`src/rtl/snes_pad_responder.sv`:
```
// SNES controller responder: answers the console's latch/clock protocol with the
// 12 button states serialised LSB first, active-low, followed by four released bits.
module snes_pad_responder #(
    parameter int SYNC_STAGES    = 2,
    parameter int TIMEOUT_CYCLES = 2048
) (
    input  logic        clk,
    input  logic        resetn,
    input  logic [11:0] buttons,
    input  logic        joy_strb,
    input  logic        joy_clk,
    output logic        joy_data,
    output logic        poll,
    output logic [4:0]  bit_idx,
    output logic        active
);

    localparam int TW = $clog2(TIMEOUT_CYCLES + 1);
    localparam logic [TW-1:0] TIMEOUT_LAST = TW'(TIMEOUT_CYCLES - 1);

    typedef enum logic [1:0] {IDLE, LATCH, SHIFT, DONE} state_t;

    logic [SYNC_STAGES-1:0] r_strbSync;
    logic [SYNC_STAGES-1:0] r_clkSync;
    logic                   r_strbHist;
    logic                   r_clkHist;
    state_t                 r_state;
    logic [15:0]            r_shift;
    logic [TW-1:0]          r_timeout;
    logic                   r_joyData;
    logic                   r_poll;
    logic [4:0]             r_bitIdx;
    logic                   r_active;

    logic          w_strb;
    logic          w_strbFall;
    logic          w_clkRise;
    state_t        w_stateNext;
    logic          w_dataNext;
    logic          w_pollNext;
    logic [4:0]    w_idxNext;
    logic [4:0]    w_idxPlus;
    logic          w_loadShift;
    logic [TW-1:0] w_toNext;

    assign w_strb     = r_strbSync[SYNC_STAGES-1];
    assign w_strbFall = r_strbHist & ~w_strb;
    assign w_clkRise  = r_clkSync[SYNC_STAGES-1] & ~r_clkHist;
    assign w_idxPlus  = r_bitIdx + 5'd1;

    always_comb begin
        w_stateNext = r_state;
        w_dataNext  = r_joyData;
        w_pollNext  = 1'b0;
        w_idxNext   = r_bitIdx;
        w_loadShift = 1'b0;
        w_toNext    = r_timeout;
        // A high strobe overrides everything, including a coincident clock edge
        if (w_strb) begin
            w_stateNext = LATCH;
            w_loadShift = 1'b1;
            w_dataNext  = ~buttons[0];
            w_idxNext   = 5'd0;
            w_toNext    = '0;
        end else begin
            case (r_state)
                IDLE: begin
                    w_dataNext = 1'b1;
                    w_idxNext  = 5'd0;
                    w_toNext   = '0;
                end
                LATCH: begin
                    w_toNext = '0;
                    if (w_strbFall) begin
                        w_stateNext = SHIFT;
                        w_pollNext  = 1'b1;
                        w_dataNext  = ~r_shift[0];
                        w_idxNext   = 5'd0;
                    end else begin
                        w_loadShift = 1'b1;
                        w_dataNext  = ~buttons[0];
                    end
                end
                SHIFT: begin
                    if (w_clkRise) begin
                        w_toNext = '0;
                        if (r_bitIdx == 5'd15) begin
                            w_stateNext = DONE;
                            w_idxNext   = 5'd16;
                            w_dataNext  = 1'b0;
                        end else begin
                            w_idxNext  = w_idxPlus;
                            w_dataNext = ~r_shift[w_idxPlus[3:0]];
                        end
                    end else if (r_timeout == TIMEOUT_LAST) begin
                        w_stateNext = IDLE;
                        w_dataNext  = 1'b1;
                        w_idxNext   = 5'd0;
                        w_toNext    = '0;
                    end else if (r_timeout != '1) begin
                        w_toNext = r_timeout + 1'b1;
                    end
                end
                DONE: begin
                    w_dataNext = 1'b0;
                    w_idxNext  = 5'd16;
                    if (w_clkRise) begin
                        w_toNext = '0;
                    end else if (r_timeout == TIMEOUT_LAST) begin
                        w_stateNext = IDLE;
                        w_dataNext  = 1'b1;
                        w_idxNext   = 5'd0;
                        w_toNext    = '0;
                    end else if (r_timeout != '1) begin
                        w_toNext = r_timeout + 1'b1;
                    end
                end
                default: begin
                    w_stateNext = IDLE;
                    w_dataNext  = 1'b1;
                    w_idxNext   = 5'd0;
                    w_toNext    = '0;
                end
            endcase
        end
    end

    // Outputs are registered from their next-state values so no input reaches a pin combinationally
    always_ff @(posedge clk or negedge resetn) begin
        if (!resetn) begin
            r_strbSync <= '0;
            r_clkSync  <= '0;
            r_strbHist <= 1'b0;
            r_clkHist  <= 1'b0;
            r_state    <= IDLE;
            r_shift    <= '0;
            r_timeout  <= '0;
            r_joyData  <= 1'b1;
            r_poll     <= 1'b0;
            r_bitIdx   <= 5'd0;
            r_active   <= 1'b0;
        end else begin
            r_strbSync <= {r_strbSync[SYNC_STAGES-2:0], joy_strb};
            r_clkSync  <= {r_clkSync[SYNC_STAGES-2:0], joy_clk};
            r_strbHist <= w_strb;
            r_clkHist  <= r_clkSync[SYNC_STAGES-1];
            r_state    <= w_stateNext;
            if (w_loadShift) begin
                r_shift <= {4'b0000, buttons};
            end
            r_timeout  <= w_toNext;
            r_joyData  <= w_dataNext;
            r_poll     <= w_pollNext;
            r_bitIdx   <= w_idxNext;
            r_active   <= (w_stateNext != IDLE);
        end
    end

    assign joy_data = r_joyData;
    assign poll     = r_poll;
    assign bit_idx  = r_bitIdx;
    assign active   = r_active;

endmodule

```
`config.mk`:
```
export PLATFORM = sky130hd
export DESIGN_NAME = snes_pad_responder
export DESIGN_NICKNAME = d
export VERILOG_FILES = /design/src/rtl/snes_pad_responder.sv
export SDC_FILE = /design/constraint.sdc
export NUM_CORES = 1
export LEC_CHECK = 0
export BUFFER_PORTS_ARGS = -buffer_cell sky130_fd_sc_hd__buf_2
export CAP_MARGIN = 20
export CORE_ASPECT_RATIO = 0.6
export CORE_MARGIN = 2
export CORE_UTILIZATION = 51
export CTS_CLUSTER_DIAMETER = 120
export DETAILED_ROUTE_END_ITERATION = 6
export PLACE_DENSITY_LB_ADDON = 0.12
export SYNTH_ARGS = -nofsm -noshare
export SYNTH_HDL_FRONTEND = slang
export SYNTH_SLANG_ARGS = --single-unit
```
`constraint.sdc`:
```
create_clock -name clk -period 1.9 [get_ports clk]
set_clock_uncertainty 0.15 [all_clocks]
set_input_delay 0.095 -clock clk [delete_from_list [all_inputs] [get_ports clk]]
set_output_delay 0.095 -clock clk [all_outputs]
set_load 0.1 [all_outputs]
```
== After elaboration in Yosys (flattened, before gate mapping) ==
Index checks and enable logic that the tools add are counted.

* Add/sub/neg operators: 2
* Reductions and logical operators: 5
* Mux-type cells: 36
* Bitwise operators: 7
* Eq/ne operators: 9
* Magnitude comparators: 1

{| class="wikitable"
|+ Operator list
! kind !! count
|-
| 2-to-1 mux 12 bit || 4
|-
| 2-to-1 mux 5 bit || 7
|-
| case mux 12 bit (2 select lines) || 1
|-
| case mux 5 bit (4 select lines) || 1
|-
| 2-to-1 mux 1 bit || 14
|-
| adder 12 x 1 -> 12 bit (second input constant) || 1
|-
| equality test 12 x 11 -> 1 bit (second input constant) || 1
|-
| 2-to-1 mux 2 bit || 6
|-
| inequality test 12 bit (second input constant) || 1
|-
| case mux 2 bit (3 select lines) || 1
|-
| adder 5 x 1 -> 5 bit (second input constant) || 1
|-
| equality test 5 x 4 -> 1 bit (second input constant) || 1
|-
| less-than comparator 4 x 5 -> 1 bit (second input constant) || 1
|-
| inequality test 5 x 1 -> 1 bit (second input constant) || 1
|-
| inverter 1 bit || 5
|-
| binary-select mux 1 bit (select 4 bit) || 1
|-
| equality test 2 bit (second input constant) || 2
|-
| inequality test 4 bit (second input constant) || 1
|-
| case mux 1 bit (4 select lines) || 1
|-
| OR reduction 2 bit || 2
|-
| inequality test 3 bit (second input constant) || 1
|-
| AND 1 bit || 2
|-
| equality test 2 x 1 -> 1 bit (second input constant) || 1
|-
| logical NOT 2 bit || 1
|-
| 2 further kinds || 2
|}

* Output and inout port bits: 8
* Input bits: 16
* Bits in registers: 40
* Word-level logic and storage cells: 71

== Depth between registers and ports, before layout ==
* Depth in word-level cells: 8
* Gate-level depth with buffers: 8
* Gate-level depth less buffers: 8

== Least setup slack after synthesis ==
No wires, ideal clock.

* Path kind: reg2reg
* Start: register r_bitIdx[0], in the netlist bit_idx[0]
* End: register r_joyData, in the netlist joy_data
* Path slack: -0.486 ns
* Clock period less this slack: 2.386 ns
* Arrival: 2.176 ns
* Cell stages (with the launch flop): 7
* Library setup time: 0.060 ns
* Path buffers: 1
* Data required time: 1.690 ns
* Cell sequence: dfrtp_1 clkbuf_2 mux4_2 mux2i_1 nand4_1 o2111ai_1 o21a_1

* Word-level cells in the longest chain between the ends: 8
* Elaborated cells on any way between the ends: 9
* Those cells by class: add/sub (1); eq/ne (1); mux (6); bitwise (1)

{| class="wikitable"
|+ Ends and longest elaborated chain
! what !! line !! text
|-
| from (decl) || 32 || <nowiki>logic [4:0] r_bitIdx;</nowiki>
|-
| from (signal assigned) || 154 || <nowiki>r_bitIdx <= w_idxNext;</nowiki>
|-
| adder 5 x 1 -> 5 bit || 49 || <nowiki>assign w_idxPlus = r_bitIdx + 5'd1;</nowiki>
|-
| binary-select mux 1 bit (select 4 bit) || 93 || <nowiki>w_dataNext = ~r_shift[w_idxPlus[3:0]];</nowiki>
|-
| 2-to-1 mux 1 bit (not written as such) || 93 ||
|-
| inverter 1 bit || 93 ||
|-
| 2-to-1 mux 1 bit * || 87 || <nowiki>if (r_bitIdx == 5'd15) begin</nowiki>
|-
| 2-to-1 mux 1 bit * || 85 || <nowiki>if (w_clkRise) begin</nowiki>
|-
| case mux 1 bit (4 select lines) * || 66 || <nowiki>case (r_state)</nowiki>
|-
| 2-to-1 mux 1 bit * || 59 || <nowiki>if (w_strb) begin</nowiki>
|-
| to (signal assigned) || 152 || <nowiki>r_joyData <= w_dataNext;</nowiki>
|-
| to (decl) || 30 || <nowiki>logic r_joyData;</nowiki>
|}

Mark *: on every way between the ends. The rest lies on a longest branch, timed or not. The select of a mux whose other input is x is not followed.
A chain may end at the register's enable or synchronous reset.

== Worst setup path in the final report ==
Ends and elaborated chain as after synthesis.

==> metrics.txt <==
first drt pass iteration count 4; Via density 5.36; Post-synth EDFFs 0; Reg clk slew, reported paths 0.08 ns; busiest grt layer met2; Worst Path Max Fanout 6; top cell type's share of synthesized area 51.1%; Worst Tran Pin Value 0.669 ns; Final Setup Violations 0; clk sinks 40; Die Footprint 4270 um^2; P per Cell Area 752 nW/um^2; CTS root buf clkbuf_8; post-DR wirelength/cell 15.9 um; initial antenna violation count 0; critical-path cell list ha_4 -> mux4_2 -> mux2i_1 -> nand4_1 -> o2111ai_1 -> o21a_1; CP required 1.99 ns; Via Count 1,426; Avg Cell Area, Syn 11.7 um^2; area leader, netlist dfrtp_1; LEAKAGE 1.07 nW; met3 Use GR 5.65%; Global Route Usage Sum 21.2%; slowest CP cell dfrtp_4; met2 global-route usage 33.3%; gr ovfl total 0; row cnt 17; GP Congestion 0.827; outcome complete, no violations; CTS tree built; Async SR Flop Fraction 100%; synthesized cell area 1910 um^2; max cap viols 0; Bufs and invs on worst path 0; fillcell total 275; predominant post-synthesis flop cell dfrtp_1; Pins Over Slew Limit 0; Iter 0 DRT Violations 105; sequential element share of the synthesized area 52.5%; largest net degree at the start of global routing 41; Mapped Cells 163; CTS Buf Count 5; Worst path top cell family by delay flip-flops; Yosys reg bits 40; Ys Warns 0; Final period util 97.0%; worst vdd ir 0.000451 V; Area Growth Syn to Fin 33.5%; IO Pins 24; Port Buffers 23; HPWL after DPL 2820 um; nets 237; Hold Path Class reg2reg; first-pass GRT wire length 6960 um; Crit path largest cell delay 0.52 ns; vias in the first global route 1,448; Post-DRT Antenna Nets 0; worst-skew pair later-pin latency 0.29 ns; critical path launch point type register; DIE WIDTH 83.0 um; share of layout cells above drive strength 1 40.6%; Reg2Reg Setup Slack 0.06 ns; kind of critical path reg2reg; Max-slew headroom 55.4%; DRC 0; CORE AREA 3640 um^2; fmax 543 MHz; syn_nets 182; CTS H-tree lvls 2; min cycle time layout 1.84 ns; M1 GR Usage 30.1%; Setup crit end kind register; clock buffer depth 2; Starting Density 52.5%; data arrival time of the worst path 1.93 ns; number of antenna diodes 0; TNS Setup 0 ns; height of the die 51.4 um; Hold Fails Final Rpt 0; routed wire length 4220 um; Cell variety after synth 46; synth top area cells dfrtp_1 (51%), mux2_2 (7.1%), mux4_2 (3.5%); PnR Total Power 1.92 mW
## worst register-to-register path: stages (launching register included)
cell and delay (ns):
dfrtp_4 0.52, ha_4 0.31, mux4_2 0.30, mux2i_1 0.16, nand4_1 0.11, o2111ai_1 0.10
o21a_1 0.15
## cells by family (layout without fill, tap and decap cells)
kind of cell / after synthesis / after routing / share of synthesized area (%)
xor+xnor: 9 / 9 / 4.13
flops: 40 / 40 / 52.5
compound gates: 22 / 22 / 7.86
fa+ha+maj: 3 / 3 / 1.96
buf+inv: 9 / 65 / 2.42
mux: 18 / 18 / 12.2
simple gates: 62 / 62 / 19.0
## layout make-up
cell class / count / area [um^2] / area share [%]
Clock buffer: 5 / 68.8 / 2.70
Clock inverter: 3 / 42.5 / 1.67
Inverter: 3 / 11.3 / 0.441
Multi-Input combinational cell: 114 / 956 / 37.5
Sequential cell: 40 / 1020 / 39.8
Tap cell: 47 / 58.8 / 2.31
Timing Repair Buffer: 54 / 398 / 15.6
## flip-flops by register name (all words and copies together), names as in the netlist
| name | flops |
|---|---|
| r_strbHist | 1 |
| poll | 1 |
| r_clkHist | 1 |
| r_shift | 12 |
| r_clkSync | 2 |
| bit_idx | 5 |
| r_strbSync | 2 |
| active | 1 |
| r_timeout | 12 |
| r_state | 2 |
| joy_data | 1 |
## routing by layer
metal	wire [um]	share of wire [%]	vias to the layer above
li1	-	-	697
met1	2080	49	696
met2	1950	46	30
met3	168	4.0	3
met4	26	0.62	0
met5	0	0	-
## where the power goes
group          internal, mW  switching, mW
clock network         0.389          0.306
registers             0.903         0.0293
logic                 0.126          0.166
total                  1.42          0.501
## metrics by stage
step / hold slack [ns] / instances / utilization, % / cell area, um^2 / setup slack [ns]
floorplan: -0.351 / 163 / - / 1950 / -0.0437
global placement: 0.0208 / 239 / 60.0 / 2180 / -0.0194
detailed placement: 0.0326 / 239 / 60.0 / 2180 / -0.103
CTS: 0.216 / 262 / 67.4 / 2450 / -0.0244
global route: 0.234 / 266 / 70.1 / 2550 / -0.0248
finish: 0.221 / 266 / 70.1 / 2550 / 0.0577
## worst paths after layout
kind | startpoint | to | cells after the start
worst max register to register | bit_idx[0] | joy_data | 6
worst min-delay path | r_clkSync[0] | r_clkSync[1] | 0
min in group asynchronous | resetn | r_shift[3] | 3
max in group asynchronous | resetn | bit_idx[0] | 3
worst max-delay path | bit_idx[0] | joy_data | 6
worst min register to register | r_clkSync[0] | r_clkSync[1] | 0
## cells in the final DEF, fill, tap and decap left out, types with 4 or more instances in the layout
master / n
xnor2_1: 4
nor2_1: 13
dlygate4sd3_1: 15
xor2_1: 5
buf_2: 23
nand2_1: 10
nand2b_1: 4
nand3_1: 4
nor3_1: 4
o21ai_0: 5
dfrtp_1: 32
clkbuf_8: 5
buf_4: 15
mux2_2: 12
dfrtp_2: 5
## synth_stat cells, types with 2 or more instances
cell      count
a21oi_1       3
nand3_1       5
nand4_1       3
and3_1        2
nand2_1      10
dfrtp_1      39
nor2b_1       4
ha_1          3
clkbuf_2      2
buf_2         2
mux4_2        3
nor4_1        3
xnor2_1       4
nor3b_1       2
a22oi_1       2
nand2b_1      4
inv_1         3
nor3_1        5
mux2_2       12
nor2_1       15
o21ai_0       6
xor2_1        5
mux2i_1       3
## timing repair
action                                  4_1_cts  5_1_grt
hold buffers                                 15        0
buffers inserted                              0        4
pin swaps                                     1        1
endpoints found under the setup margin       16       21
gates resized for setup                       2       13
endpoints found under the hold margin        54        0
Power figures use the tool's default switching activity.
